===== config.mk =====
export PLATFORM = sky130hd
export DESIGN_NAME = col_access_seq
export DESIGN_NICKNAME = d
export VERILOG_FILES = /design/src/rtl/cella_seq_pkg.sv /design/src/rtl/col_phase_timer.sv /design/src/rtl/col_access_seq.sv
export SDC_FILE = /design/constraint.sdc
export NUM_CORES = 1
export LEC_CHECK = 0
export CORE_MARGIN = 2
export CORE_UTILIZATION = 41
export DETAILED_ROUTE_END_ITERATION = 10
export PLACE_DENSITY = 0.77
export SLEW_MARGIN = 20
export SYNTH_ARGS = -nofsm -noshare
export SYNTH_HDL_FRONTEND = slang
export SYNTH_SLANG_ARGS = --single-unit

===== constraint.sdc =====
create_clock -name clk -period 1.45 [get_ports clk]
set_input_delay 0.145 -clock clk [delete_from_list [all_inputs] [get_ports clk]]
set_output_delay 0.145 -clock clk [all_outputs]
set_load 0.01 [all_outputs]

===== src/rtl/cella_seq_pkg.sv =====
// Shared types and constants for the column access sequencer.
// State encoding, opcode values and decoder field widths.
package cella_seq_pkg;

  typedef enum logic [2:0] {
    ST_IDLE  = 3'd0,
    ST_SETUP = 3'd1,
    ST_DRIVE = 3'd2,
    ST_PRE   = 3'd3,
    ST_DONE  = 3'd4
  } state_t;

  localparam logic OP_CAM = 1'b0;
  localparam logic OP_MAC = 1'b1;

  localparam int COL_ADDR_W = 3;
  localparam int COL_DATA_W = 8;

endpackage


===== src/rtl/col_phase_timer.sv =====
// Loadable down-counter timing the DRIVE and PRE phases.
// Latency: load value visible the cycle after load; zero flag is combinational.
// Backpressure: none; load overrides the decrement.
module col_phase_timer #(
  parameter int W = 2
) (
  input  logic         clk,
  input  logic         rst,
  input  logic         load,
  input  logic [W-1:0] load_val,
  output logic         zero
);

  logic [W-1:0] cnt;

  always_ff @(posedge clk) begin
    if (rst) begin
      cnt <= '0;
    end else if (load) begin
      cnt <= load_val;
    end else if (cnt != '0) begin
      cnt <= cnt - 1'b1;
    end
  end

  assign zero = (cnt == '0);

endmodule


===== src/rtl/col_access_seq.sv =====
// Column decoder sequencer: holds MAC_en/addr/data, strobes drive then precharge, pulses done.
// Latency: done in cycle k+2+DRIVE_CYCLES+PRE_CYCLES after acceptance on edge k.
// Backpressure: cmd_ready only in IDLE; with COL_SEQ_SKID_EN a one-entry skid sets cmd_ready = !skid_full.
module col_access_seq
  import cella_seq_pkg::*;
#(
  parameter int DRIVE_CYCLES = 2,
  parameter int PRE_CYCLES   = 1
) (
  input  logic                  clk,
  input  logic                  rst,
  input  logic                  cmd_valid,
  output logic                  cmd_ready,
  input  logic                  cmd_op,
  input  logic [COL_ADDR_W-1:0] cmd_addr,
  input  logic [COL_DATA_W-1:0] cmd_data,
  output logic                  MAC_en,
  output logic [COL_ADDR_W-1:0] addr,
  output logic [COL_DATA_W-1:0] data,
  output logic                  drive_en,
  output logic                  precharge,
  output logic                  busy,
  output logic                  done
);

  localparam int MAX_CYC = (DRIVE_CYCLES > PRE_CYCLES) ? DRIVE_CYCLES : PRE_CYCLES;
  localparam int CNT_W   = $clog2(MAX_CYC) + 1;

  state_t           state, state_nxt;
  logic             accept;
  logic             load_cmd, load_skid;
  logic             tmr_load, tmr_zero;
  logic [CNT_W-1:0] tmr_val;
  logic             src_op;
  logic [COL_ADDR_W-1:0] src_addr;
  logic [COL_DATA_W-1:0] src_data;

`ifdef COL_SEQ_SKID_EN
  logic                  skid_full;
  logic                  skid_op;
  logic [COL_ADDR_W-1:0] skid_addr;
  logic [COL_DATA_W-1:0] skid_data;

  assign cmd_ready = !skid_full;
`else
  assign cmd_ready = (state == ST_IDLE);
`endif

  assign accept = cmd_valid && cmd_ready;

  always_comb begin
    state_nxt = state;
    load_cmd  = 1'b0;
    load_skid = 1'b0;
    tmr_load  = 1'b0;
    tmr_val   = '0;
    case (state)
      ST_IDLE: begin
        if (accept) begin
          state_nxt = ST_SETUP;
          load_cmd  = 1'b1;
        end
      end
      ST_SETUP: begin
        state_nxt = ST_DRIVE;
        tmr_load  = 1'b1;
        tmr_val   = CNT_W'(DRIVE_CYCLES - 1);
      end
      ST_DRIVE: begin
        if (tmr_zero) begin
          state_nxt = ST_PRE;
          tmr_load  = 1'b1;
          tmr_val   = CNT_W'(PRE_CYCLES - 1);
        end
      end
      ST_PRE: begin
        if (tmr_zero) state_nxt = ST_DONE;
      end
      ST_DONE: begin
        state_nxt = ST_IDLE;
`ifdef COL_SEQ_SKID_EN
        // Pending skid entry goes first to keep FIFO order.
        if (skid_full) begin
          state_nxt = ST_SETUP;
          load_skid = 1'b1;
        end else if (accept) begin
          state_nxt = ST_SETUP;
          load_cmd  = 1'b1;
        end
`endif
      end
      default: state_nxt = ST_IDLE;
    endcase
  end

`ifdef COL_SEQ_SKID_EN
  always_comb begin
    src_op   = cmd_op;
    src_addr = cmd_addr;
    src_data = cmd_data;
    if (load_skid) begin
      src_op   = skid_op;
      src_addr = skid_addr;
      src_data = skid_data;
    end
  end

  always_ff @(posedge clk) begin
    if (rst) begin
      skid_full <= 1'b0;
      skid_op   <= OP_CAM;
      skid_addr <= '0;
      skid_data <= '0;
    end else begin
      if (load_skid) skid_full <= 1'b0;
      if (accept && state != ST_IDLE && state != ST_DONE) begin
        skid_full <= 1'b1;
        skid_op   <= cmd_op;
        skid_addr <= cmd_addr;
        skid_data <= cmd_data;
      end
    end
  end
`else
  assign src_op   = cmd_op;
  assign src_addr = cmd_addr;
  assign src_data = cmd_data;
`endif

  always_ff @(posedge clk) begin
    if (rst) begin
      state <= ST_IDLE;
    end else begin
      state <= state_nxt;
    end
  end

  // Decoder inputs change only on a load; the unused field is forced to zero.
  always_ff @(posedge clk) begin
    if (rst) begin
      MAC_en <= 1'b0;
      addr   <= '0;
      data   <= '0;
    end else if (load_cmd || load_skid) begin
      MAC_en <= (src_op == OP_MAC);
      addr   <= (src_op == OP_MAC) ? '0 : src_addr;
      data   <= (src_op == OP_MAC) ? src_data : '0;
    end
  end

  col_phase_timer #(.W(CNT_W)) u_timer (
    .clk      (clk),
    .rst      (rst),
    .load     (tmr_load),
    .load_val (tmr_val),
    .zero     (tmr_zero)
  );

  assign drive_en  = (state == ST_DRIVE);
  assign precharge = (state == ST_IDLE) || (state == ST_PRE) || (state == ST_DONE);
  assign busy      = (state != ST_IDLE);
  assign done      = (state == ST_DONE);

endmodule


Word level (Yosys, flattened, before mapping)
Cells that the tools add are included.
{"block": "totals", "regBits": 17, "in_bits": 15, "out_inout_bits": 17, "wordCells": 35}
{"block": "classes", "n_addsub": 1, "n_eq_ne": 7, "muxes": 13, "reduce_logical": 9}
{"op": "3-bit two-way mux", "n": 4}
{"op": "3-bit case mux with 4 select lines", "n": 1}
{"op": "8-bit two-way mux", "n": 1}
{"op": "3-bit by 2-bit equality test with 1-bit output (second input constant)", "n": 2}
{"op": "1-bit two-way mux", "n": 4}
{"op": "2-bit two-way mux", "n": 2}
{"op": "2-bit by 1-bit inequality test with 1-bit output (second input constant)", "n": 2}
{"op": "2-bit nonzero test", "n": 2}
{"op": "3-bit by 1-bit equality test with 1-bit output (second input constant)", "n": 1}
{"op": "3-bit equality test (second input constant)", "n": 1}
{"op": "3-bit logical NOT", "n": 1}
{"op": "3-bit AND reduction", "n": 1}
{"op": "3-bit nonzero test", "n": 1}
{"op": "2-bit logical NOT", "n": 1}
{"op": "1-bit logical OR", "n": 2}
{"op": "2-bit inequality test (second input constant)", "n": 1}
{"op": "1-bit case mux with 2 select lines", "n": 1}
{"op": "2-bit by 1-bit subtractor with 2-bit output (second input constant)", "n": 1}
{"op": "1-bit logical AND", "n": 1}

Logic depth before layout (Yosys ltp)
Gate-level depths: netlist of run 1.
{"block": "depth", "depth_word": 4, "ltp_mapped": 6, "depth_no_buf": 5}

Cells and area by module
From an unflattened synthesis of run 1, not the netlist that was laid out.
{"block": "unflattened", "cells_unflattened": 89, "area_unflattened_um2": 785.8}
{"mod": "col_access_seq", "n_inst": 1, "cells_per_inst": 77, "area_each_um2": 664.4, "seq_area_each_um2": 300.3}
{"mod": "col_phase_timer", "n_inst": 1, "cells_per_inst": 12, "area_each_um2": 121.4, "seq_area_each_um2": 40.0}

Worst setup path before layout of run 1
OpenSTA, ideal clock, no wires.
{"block": "synth_timing", "path_kind": "register to register", "start": "reg state[1]", "end": "reg addr[0]", "setup_time_ps": 132, "t_arrival_ps": 1119, "t_required_ps": 1318, "slack_ps": 198, "stages_incl_launch_ff": 5, "path_buffers": 1, "synth_period_minus_slack_ps": 1252, "path_cell_list": "dfxtp_1 or4b_4 buf_6 nand2_1 a21oi_1"}
{"block": "synth_via", "elab_chain_cells": 4}
{"item": "from (decl)", "line": "col_access_seq.sv:29", "text": "state_t state, state_nxt;"}
{"item": "from (signal assigned)", "line": "col_access_seq.sv:134", "text": "state <= state_nxt;"}
{"item": "3-bit logical NOT (*)", "line": "col_access_seq.sv:46, col_access_seq.sv:57"}
{"item": "1-bit logical AND", "line": "col_access_seq.sv:49", "text": "assign accept = cmd_valid && cmd_ready;"}
{"item": "1-bit two-way mux", "line": "col_access_seq.sv:59", "text": "if (accept) begin"}
{"item": "1-bit two-way mux (*)", "line": "col_access_seq.sv:57", "text": "case (state)"}
{"item": "to (signal assigned)", "line": "col_access_seq.sv:146", "text": "addr <= (src_op == OP_MAC) ? '0 : src_addr;"}
{"item": "to (decl)", "line": "col_access_seq.sv:18", "text": "output logic [COL_ADDR_W-1:0] addr,"}
Every way passes the cells marked *; elsewhere a longest branch is shown, timed or not.
A chain may end at the register's enable or synchronous reset.

Final worst setup path of run 1
{"block": "layout_timing", "start": "reg state[1]", "end": "reg data[4]"}
{"block": "layout_via", "elab_chain_cells": 4}
{"item": "3-bit logical NOT (*)", "line": "col_access_seq.sv:46, col_access_seq.sv:57"}
{"item": "1-bit logical AND", "line": "col_access_seq.sv:49"}
{"item": "1-bit two-way mux", "line": "col_access_seq.sv:59"}
{"item": "1-bit two-way mux (*)", "line": "col_access_seq.sv:57"}
{"item": "to (signal assigned)", "line": "col_access_seq.sv:147", "text": "data <= (src_op == OP_MAC) ? src_data : '0;"}
{"item": "to (decl)", "line": "col_access_seq.sv:19", "text": "output logic [COL_DATA_W-1:0] data,"}
Marks and branches as above.

==> results of run 1 <==
-- power groups by stage --
stage | Sequential [uW] | Combinational [uW] | Clock [uW]
floorplan | 595 | 355 | 0
global placement | 577 | 573 | 0
detailed placement | 582 | 598 | 0
CTS | 573 | 578 | 272
global route | 584 | 617 | 292
finish | 575 | 560 | 266
-- cell families after synthesis --
kind of cell,Yosys count,share of synthesized area [%]
simple gates,40,30.1
flops,17,43.5
buf+inv,11,8.48
compound gates,22,15.2
xor+xnor,1,1.12
fa+ha+maj,1,1.60
-- worst max-delay path, cell delays in order, from the launching register on --
cell and delay [ps]:
sky130_fd_sc_hd__dfxtp_4 380, sky130_fd_sc_hd__buf_4 170, sky130_fd_sc_hd__or4b_4 570, sky130_fd_sc_hd__nand2_1 110, sky130_fd_sc_hd__a21oi_1 60
-- placed cells by master (no fill, tap or decap), types with 3 or more instances in the layout --
cell,instances
sky130_fd_sc_hd__clkdlybuf4s50_1,26
sky130_fd_sc_hd__a21oi_1,16
sky130_fd_sc_hd__dfxtp_1,15
sky130_fd_sc_hd__nand2_1,14
sky130_fd_sc_hd__nand3_1,8
sky130_fd_sc_hd__buf_4,7
sky130_fd_sc_hd__nand3b_1,5
sky130_fd_sc_hd__clkbuf_2,4
sky130_fd_sc_hd__inv_1,3
sky130_fd_sc_hd__nor3b_1,3
sky130_fd_sc_hd__o21ai_0,3
sky130_fd_sc_hd__clkbuf_4,3
-- metal layers --
metal | global-route usage [%] | wire length, um | vias up
met5 | 0 | 0 | -
met2 | 31.6 | 908 | 24
met1 | 20.5 | 820 | 350
met3 | 4.15 | 111 | 4
li1 | - | - | 386
met4 | 11.4 | 27 | 0
-- path summary, 6_finish.rpt --
| kind | startpoint | end | slack [ps] |
|---|---|---|---|
| setup / recovery | state[1]$_SDFFE_PP0P_ | data[4]$_SDFFE_PP0P_ | 60 |
| hold / removal | cmd_addr[1] | addr[1]$_SDFFE_PP0P_ | 420 |
| setup reg to reg | state[1]$_SDFFE_PP0P_ | data[4]$_SDFFE_PP0P_ | 60 |
| hold reg to reg | data[1]$_SDFFE_PP0P_ | data[1]$_SDFFE_PP0P_ | 450 |
-- area by class of cell --
cell class	count	share of cell area (%)
multi-input cells	64	33.3
clock inverters	1	0.443
well taps	25	2.77
repair buffers	38	29.9
inverters	3	0.998
clock buffers	3	2.00
flip-flops and latches	17	30.6
-- registers in the layout, indices dropped and copies added (netlist names) --
signal       cells
state            3
u_timer.cnt      2
addr             3
data             8
MAC_en           1
-- timing repair --
item / in CTS / in global routing
pin swaps: 0 / 1
resized for setup: 9 / 12
hold endpoints to repair: 0 / 0
endpoints found under the setup margin: 8 / 17
gates cloned: 0 / 0
-- metrics by stage --
stage / std cells / area, um2 / power, uW / utilization [%]
2_1_floorplan: 92 / 782 / 950 / -
3_3_place_gp: 147 / 1120 / 1150 / 63.5
3_5_place_dp: 147 / 1120 / 1180 / 63.5
4_1_cts: 151 / 1150 / 1420 / 65.0
5_1_grt: 151 / 1130 / 1490 / 64.0
6_report: 151 / 1130 / 1400 / 64.0
==> parameters.txt, run 1 <==
Parameter                              Value

Timing
  Worst hold-check slack    ~420 ps
  Final hold vios    0
  Slew at the pin closest to its max-slew limit    around 370 ps
  Rel. slew slack    75.1%
  Setup slack after layout    58.5 ps
  Worst-case clock skew    4.63 ps
  Period minus WS final    about 1400 ps
  Crit share post-route    96.0%
  Final setup fails    0
  Max-slew violations    0
  Sum of negative setup slack    0 ps
  Unrepaired setup endpoints after global routing    true
  Fmax    a little over 0.7 GHz

Flow run
  Max-cap violation count    0

Clocking
  Clock-pin slew of the registers on the worst-case setup and hold paths    roughly 110 ps
  Post-CTS Hold Fix Bufs    0
  Number of clock buffers inserted by TritonCTS    3
  Clock Sink Count    17
  Clock root buffer    sky130_fd_sc_hd__clkbuf_4
  Post CTS Setup Buffer Count    0
  TritonCTS clock tree    yes
  Clock Tree Buf Depth    2
  H-tree depth    1
  Latest clock arrival within the worst-skew pair    ~300 ps

Floorplan
  Starting utilization of the core area    44.3%
  Die Footprint    between 0.002 and 0.0025 mm2
  Area of the placeable core    around 0.0018 mm2
  Die outline height    between 40 and 50 um
  Die boundary width    47.7 um
  I/O pin count    32
  Placement Rows    15

Synth
  Synthesized flop and latch total    17
  Sequential element share of the synthesized area    43.5%
  Synthesized Nets    between 100 and 150
  Number of enable-type register cells in the synthesized netlist    0
  Number of library cell types mapped by synthesis    23
  Number of warning messages in the yosys log    0
  Cells after Synth    92
  Netlist area before placement    between 700 and 800 um2
  Top-count cell post-synth    sky130_fd_sc_hd__dfxtp_1
  Most frequent cells after synthesis    sky130_fd_sc_hd__dfxtp_1, sky130_fd_sc_hd__a21oi_1, sky130_fd_sc_hd__nand2_1, sky130_fd_sc_hd__nand3_1, sky130_fd_sc_hd__nand3b_1
  Dominant synthesized flop cell    sky130_fd_sc_hd__dfxtp_1
  Area leader, netlist    sky130_fd_sc_hd__dfxtp_1
  Top-area cell type share of the netlist area    around 44%
  Syn Area/Cell    between 8 and 9 um2
  Async set or reset register ratio after synthesis    0%
  Most area-consuming cells after synthesis    sky130_fd_sc_hd__dfxtp_1, sky130_fd_sc_hd__a21oi_1, sky130_fd_sc_hd__nand2_1

Drt
  Detailed-route via count    around 760
  Initial detailed-routing violation count    12
  Final routed wirelength across all metal layers    between 1500 and 2000 um
  Post-route antenna net violation count    0
  First-pass iteration count of the detailed router    4
  Count of unresolved DRC violations after routing    0
  DR WL/cell    about 12 um
  Vias/cell    5.06

Global route
  Global-route wire length before repair    ~2900 um
  Maximum number of pins on one net before global-route repair    13
  Total routing usage reported by global routing    18.4%
  Number of global-route vias before repair    692
  Initial antenna violation count    0
  Final global-route overflow total    0

Layout
  Ratio of cells with drive above 1 in the final layout    between 10% and 20%
  Number of filler instances in the final layout    around 180
  Area used by multi-input combinational logic    roughly 380 um2
  NumNets Final    143
  Antenna cells    0
  Synth-to-Final Area Change    44.3%
  Sequential cell area in the final layout    345 um2

Power and ir drop
  Worst IR drop on VDD    between 0.0006 and 0.0007 V
  Cell internal power dissipation    roughly 900 uW
  Share of total power consumed by net switching    a little over a third
  Static leakage power    approximately 0.00042 uW
  P_sw    between 400 and 500 uW
  Clk pwr share    between 10% and 20%
  Power per cell area    between 1000 and 1500 mW/mm2
  Share of power burned in combinational logic    40.0%
  Register share of total power    around 40%

Status
  Run status    finished clean

Worst setup path
  Critical path capture point type    register
  Biggest fanout along the worst timing path    12
  Critical Path Start Type    register
  Worst path required time    1650 ps
  Cells on worst reg2reg path    4
  Arrival @ worst endpoint    about 1600 ps
  Critical setup path kind    reg2reg

Min path
  Hold WC Path Type    in2reg
  WHS Path Cells    3

Place
  Placer congestion estimate    between 0.7 and 0.8
  Setup slack after placement    -34.9 ps
  Hpwl dp    about 1400 um
  Total of buffers placed on input and output ports    31
No activity file was read; power rests on OpenSTA's default activity.
==> run 2: changes to the inputs <==
Clock period 1.45 ns to 1.49 ns, I/O delays scaled along.
==> run 2 against run 1 <==
Die area stayed put. Sequential cell count stayed put. First-iteration DRC count shrank 75%. Via count is 3.9% lower. Worst setup slack lost 1.4 ps. Non-clock buffer count fell by 1. Critical path depth fell by 2. Clock skew down 1.1 ps. Sequential share of layout area shrank 0.59 points. Design area rose by 1.2%. Clock-buffer cell count grew 1. Largest power group unchanged.
==> parameters.txt, run 2 (same netlist as run 1, synthesis figures left out) <==
Parameter                              Value

Timing
  Final setup fails    0 (unchanged)
  Worst hold-check slack    453 ps (+35.8 ps)
  Rel. slew slack    75.5% (+0.41 points)
  Worst-case clock skew    3.55 ps (-1.08 ps)
  Max-slew violations    0 (unchanged)
  Final hold vios    0 (unchanged)
  Crit share post-route    a little over nine tenths
  Fmax    around 0.7 GHz
  Period minus WS final    about 1400 ps
  Slew at the pin closest to its max-slew limit    367 ps (-6.13 ps)
  Unrepaired setup endpoints after global routing    true

Worst setup path
  Startpoint of the worst register-to-register path    state[1]$_SDFFE_PP0P_
  CP max stage cell    sky130_fd_sc_hd__dfxtp_2
  Crit Reg-Reg Endpoint    addr[0]$_SDFFE_PP0P_
  Number of buffers and inverters on the critical path    1 (unchanged)
  Worst path required time    1340 ps (-310 ps)
  Biggest fanout along the worst timing path    6 (-6)
  Arrival @ worst endpoint    1280 ps (-310 ps)
  Cells on worst reg2reg path    4 (unchanged)
  Biggest cell delay along the critical path    360 ps (-210 ps)
  R2r setup slk    80 ps (+20 ps)
  Critical path capture point type    output port
  Critical-path cell list    or3_1, dlygate4sd2_1
  Critical Path Start Type    register
  Crit path max-delay family    flip-flops
  Critical setup path kind    reg2out

Layout
  Registers with the most flip-flops    data: 8 flops, addr: 3 flops, state: 3 flops
  Antenna cells    0 (unchanged)
  Final cell count without fillers    150 (-0.66%)
  Number of flip-flops in the largest register    8 (unchanged)
  Synth-to-Final Area Change    46.1%
  Fin area    0.00114 mm2 (+1.2%)
  Most common library cell in the layout ignoring fill and taps    sky130_fd_sc_hd__clkdlybuf4s50_1
  Most flops, register    data
  Number of filler instances in the final layout    164 (-6.3%)
  Most frequent cells in the layout    sky130_fd_sc_hd__clkdlybuf4s50_1, sky130_fd_sc_hd__a21oi_1, sky130_fd_sc_hd__dfxtp_1
  NumNets Final    142 (-0.70%)
  Ratio of cells with drive above 1 in the final layout    12.0% (-4.7 points)

Global route
  Initial antenna violation count    0 (unchanged)
  Maximum number of pins on one net before global-route repair    13 (unchanged)
  Global-route wire length before repair    2690 um (-6.2%)
  Number of global-route vias before repair    638 (-7.8%)
  Total routing usage reported by global routing    16.6% (-1.8 points)
  Final global-route overflow total    0 (unchanged)

Floorplan
  Die boundary width    47.7 um (unchanged)
  Die outline height    47.7 um (unchanged)
  I/O pin count    32 (unchanged)
  Placement Rows    15 (unchanged)
  Die Footprint    0.00227 mm2 (unchanged)
  Area of the placeable core    0.00176 mm2 (unchanged)
  Starting utilization of the core area    44.3% (unchanged)

Clocking
  Clock Sink Count    17 (unchanged)
  Clock-pin slew of the registers on the worst-case setup and hold paths    90 ps (-20 ps)
  H-tree depth    1 (unchanged)
  Clock Tree Buf Depth    2 (unchanged)
  Latest clock arrival within the worst-skew pair    270 ps (-30 ps)
  TritonCTS clock tree    yes
  Clock root buffer    sky130_fd_sc_hd__clkbuf_4
  Number of clock buffers inserted by TritonCTS    3 (unchanged)
  Post CTS Setup Buffer Count    0 (unchanged)
  Post-CTS Hold Fix Bufs    0 (unchanged)

Power and ir drop
  Share of power burned in combinational logic    40.4% (+0.4 points)
  Static leakage power    0.000428 uW (+1.2%)
  Total Power Consumption    1330 uW (-4.8%)
  Cell internal power dissipation    891 uW (-1.4%)
  Power per cell area    1170 mW/mm2 (-5.9%)
  Register share of total power    42.2% (+1.2 points)
  Share of total power consumed by net switching    33.2% (-2.3 points)
  Clk pwr share    17.3% (-1.7 points)
  P_sw    443 uW (-11%)
  Worst IR drop on VDD    0.000670 V (+4.0%)

Min path
  Hold WC Path Type    reg2reg
  Worst hold start    addr[1]$_SDFFE_PP0P_
  WHS Path Cells    2 (-1)
  Worst hold path endpoint    addr[1]$_SDFFE_PP0P_

Place
  Placer congestion estimate    0.751 (+1.9%)
  Total of buffers placed on input and output ports    31 (unchanged)
  Placed Cells incl. Taps    146 (-0.68%)
  Hpwl dp    1240 um (-10%)
  Area after DPL    0.00111 mm2 (-0.67%)

Drt
  Vias/cell    4.89 (-3.3%)
  First-pass iteration count of the detailed router    4 (unchanged)
  Initial detailed-routing violation count    3 (-9)
  Post-route antenna net violation count    0 (unchanged)
  DR WL/cell    11.1 um (-10%)
  Final routed wirelength across all metal layers    1660 um (-11%)
  Count of unresolved DRC violations after routing    0 (unchanged)
  Detailed-route via count    734 (-3.9%)

Flow run
  Max-cap violation count    0 (unchanged)

Status
  Run status    finished clean
[run 2: what timing repair did]
| action | 4_1_cts | 5_1_grt |
|---|---|---|
| gates resized for setup | 6 | 3 |
| setup endpoints to repair | 5 | 3 |
| hold endpoints to repair | 0 | 0 |
[run 2: per-layer routing]
| metal | vias to the layer above | routed length (um) | track usage [%] |
|---|---|---|---|
| met5 | - | 0 | 0 |
| met1 | 332 | 722 | 20.3 |
| met2 | 22 | 836 | 29.5 |
| met4 | 0 | 0 | 4.86 |
| met3 | 0 | 102 | 3.40 |
| li1 | 380 | - | - |
[run 2: worst min-delay path: stages (launching register included)]
cell                      delay [ps]
sky130_fd_sc_hd__dfxtp_1         320
sky130_fd_sc_hd__nand2_1          50
sky130_fd_sc_hd__a21oi_1          50
[run 2: worst max-delay path by stage]
stage / startpoint / to / cells past startpoint
after floorplan: state[1]$_SDFFE_PP0P_ / addr[0]$_SDFFE_PP0P_ / 4
after global placement: cmd_valid / data[4]$_SDFFE_PP0P_ / 4
after detailed placement: cmd_valid / addr[0]$_SDFFE_PP0P_ / 4
after CTS: state[2]$_SDFFE_PP0P_ / done / 3
after global routing: state[1]$_SDFFE_PP0P_ / cmd_ready / 3
final: state[1]$_SDFFE_PP0P_ / busy / 2
[run 2: area by class of cell]
cell class                      count  area [um2]  share of cell area (%)
Inverter                            3        11.3                   0.986
Tap cell                           25        31.3                    2.74
Multi-Input combinational cell     64         380                    33.3
Timing Repair Buffer               37         350                    30.7
Clock buffer                        4        26.3                    2.30
Sequential cell                    17         343                    30.0
[run 2: power by group through the flow]
stage / Sequential [uW] / Combinational (uW) / Clock [uW]
floorplan: 579 / 345 / 0
global placement: 567 / 549 / 0
detailed placement: 569 / 563 / 0
CTS: 561 / 543 / 241
global route: 572 / 607 / 253
finish: 563 / 539 / 231
[run 2: stage by stage]
step / setup slack (ps) / util [%] / TNS (ps)
3_5_place_dp: -4.85 / 63.1 / -4.85
2_1_floorplan: 238 / - / 0
6_report: 57.1 / 64.8 / 0
4_1_cts: 30.0 / 64.3 / 0
5_1_grt: -18.7 / 64.8 / -24.3
3_3_place_gp: 33.3 / 63.1 / 0
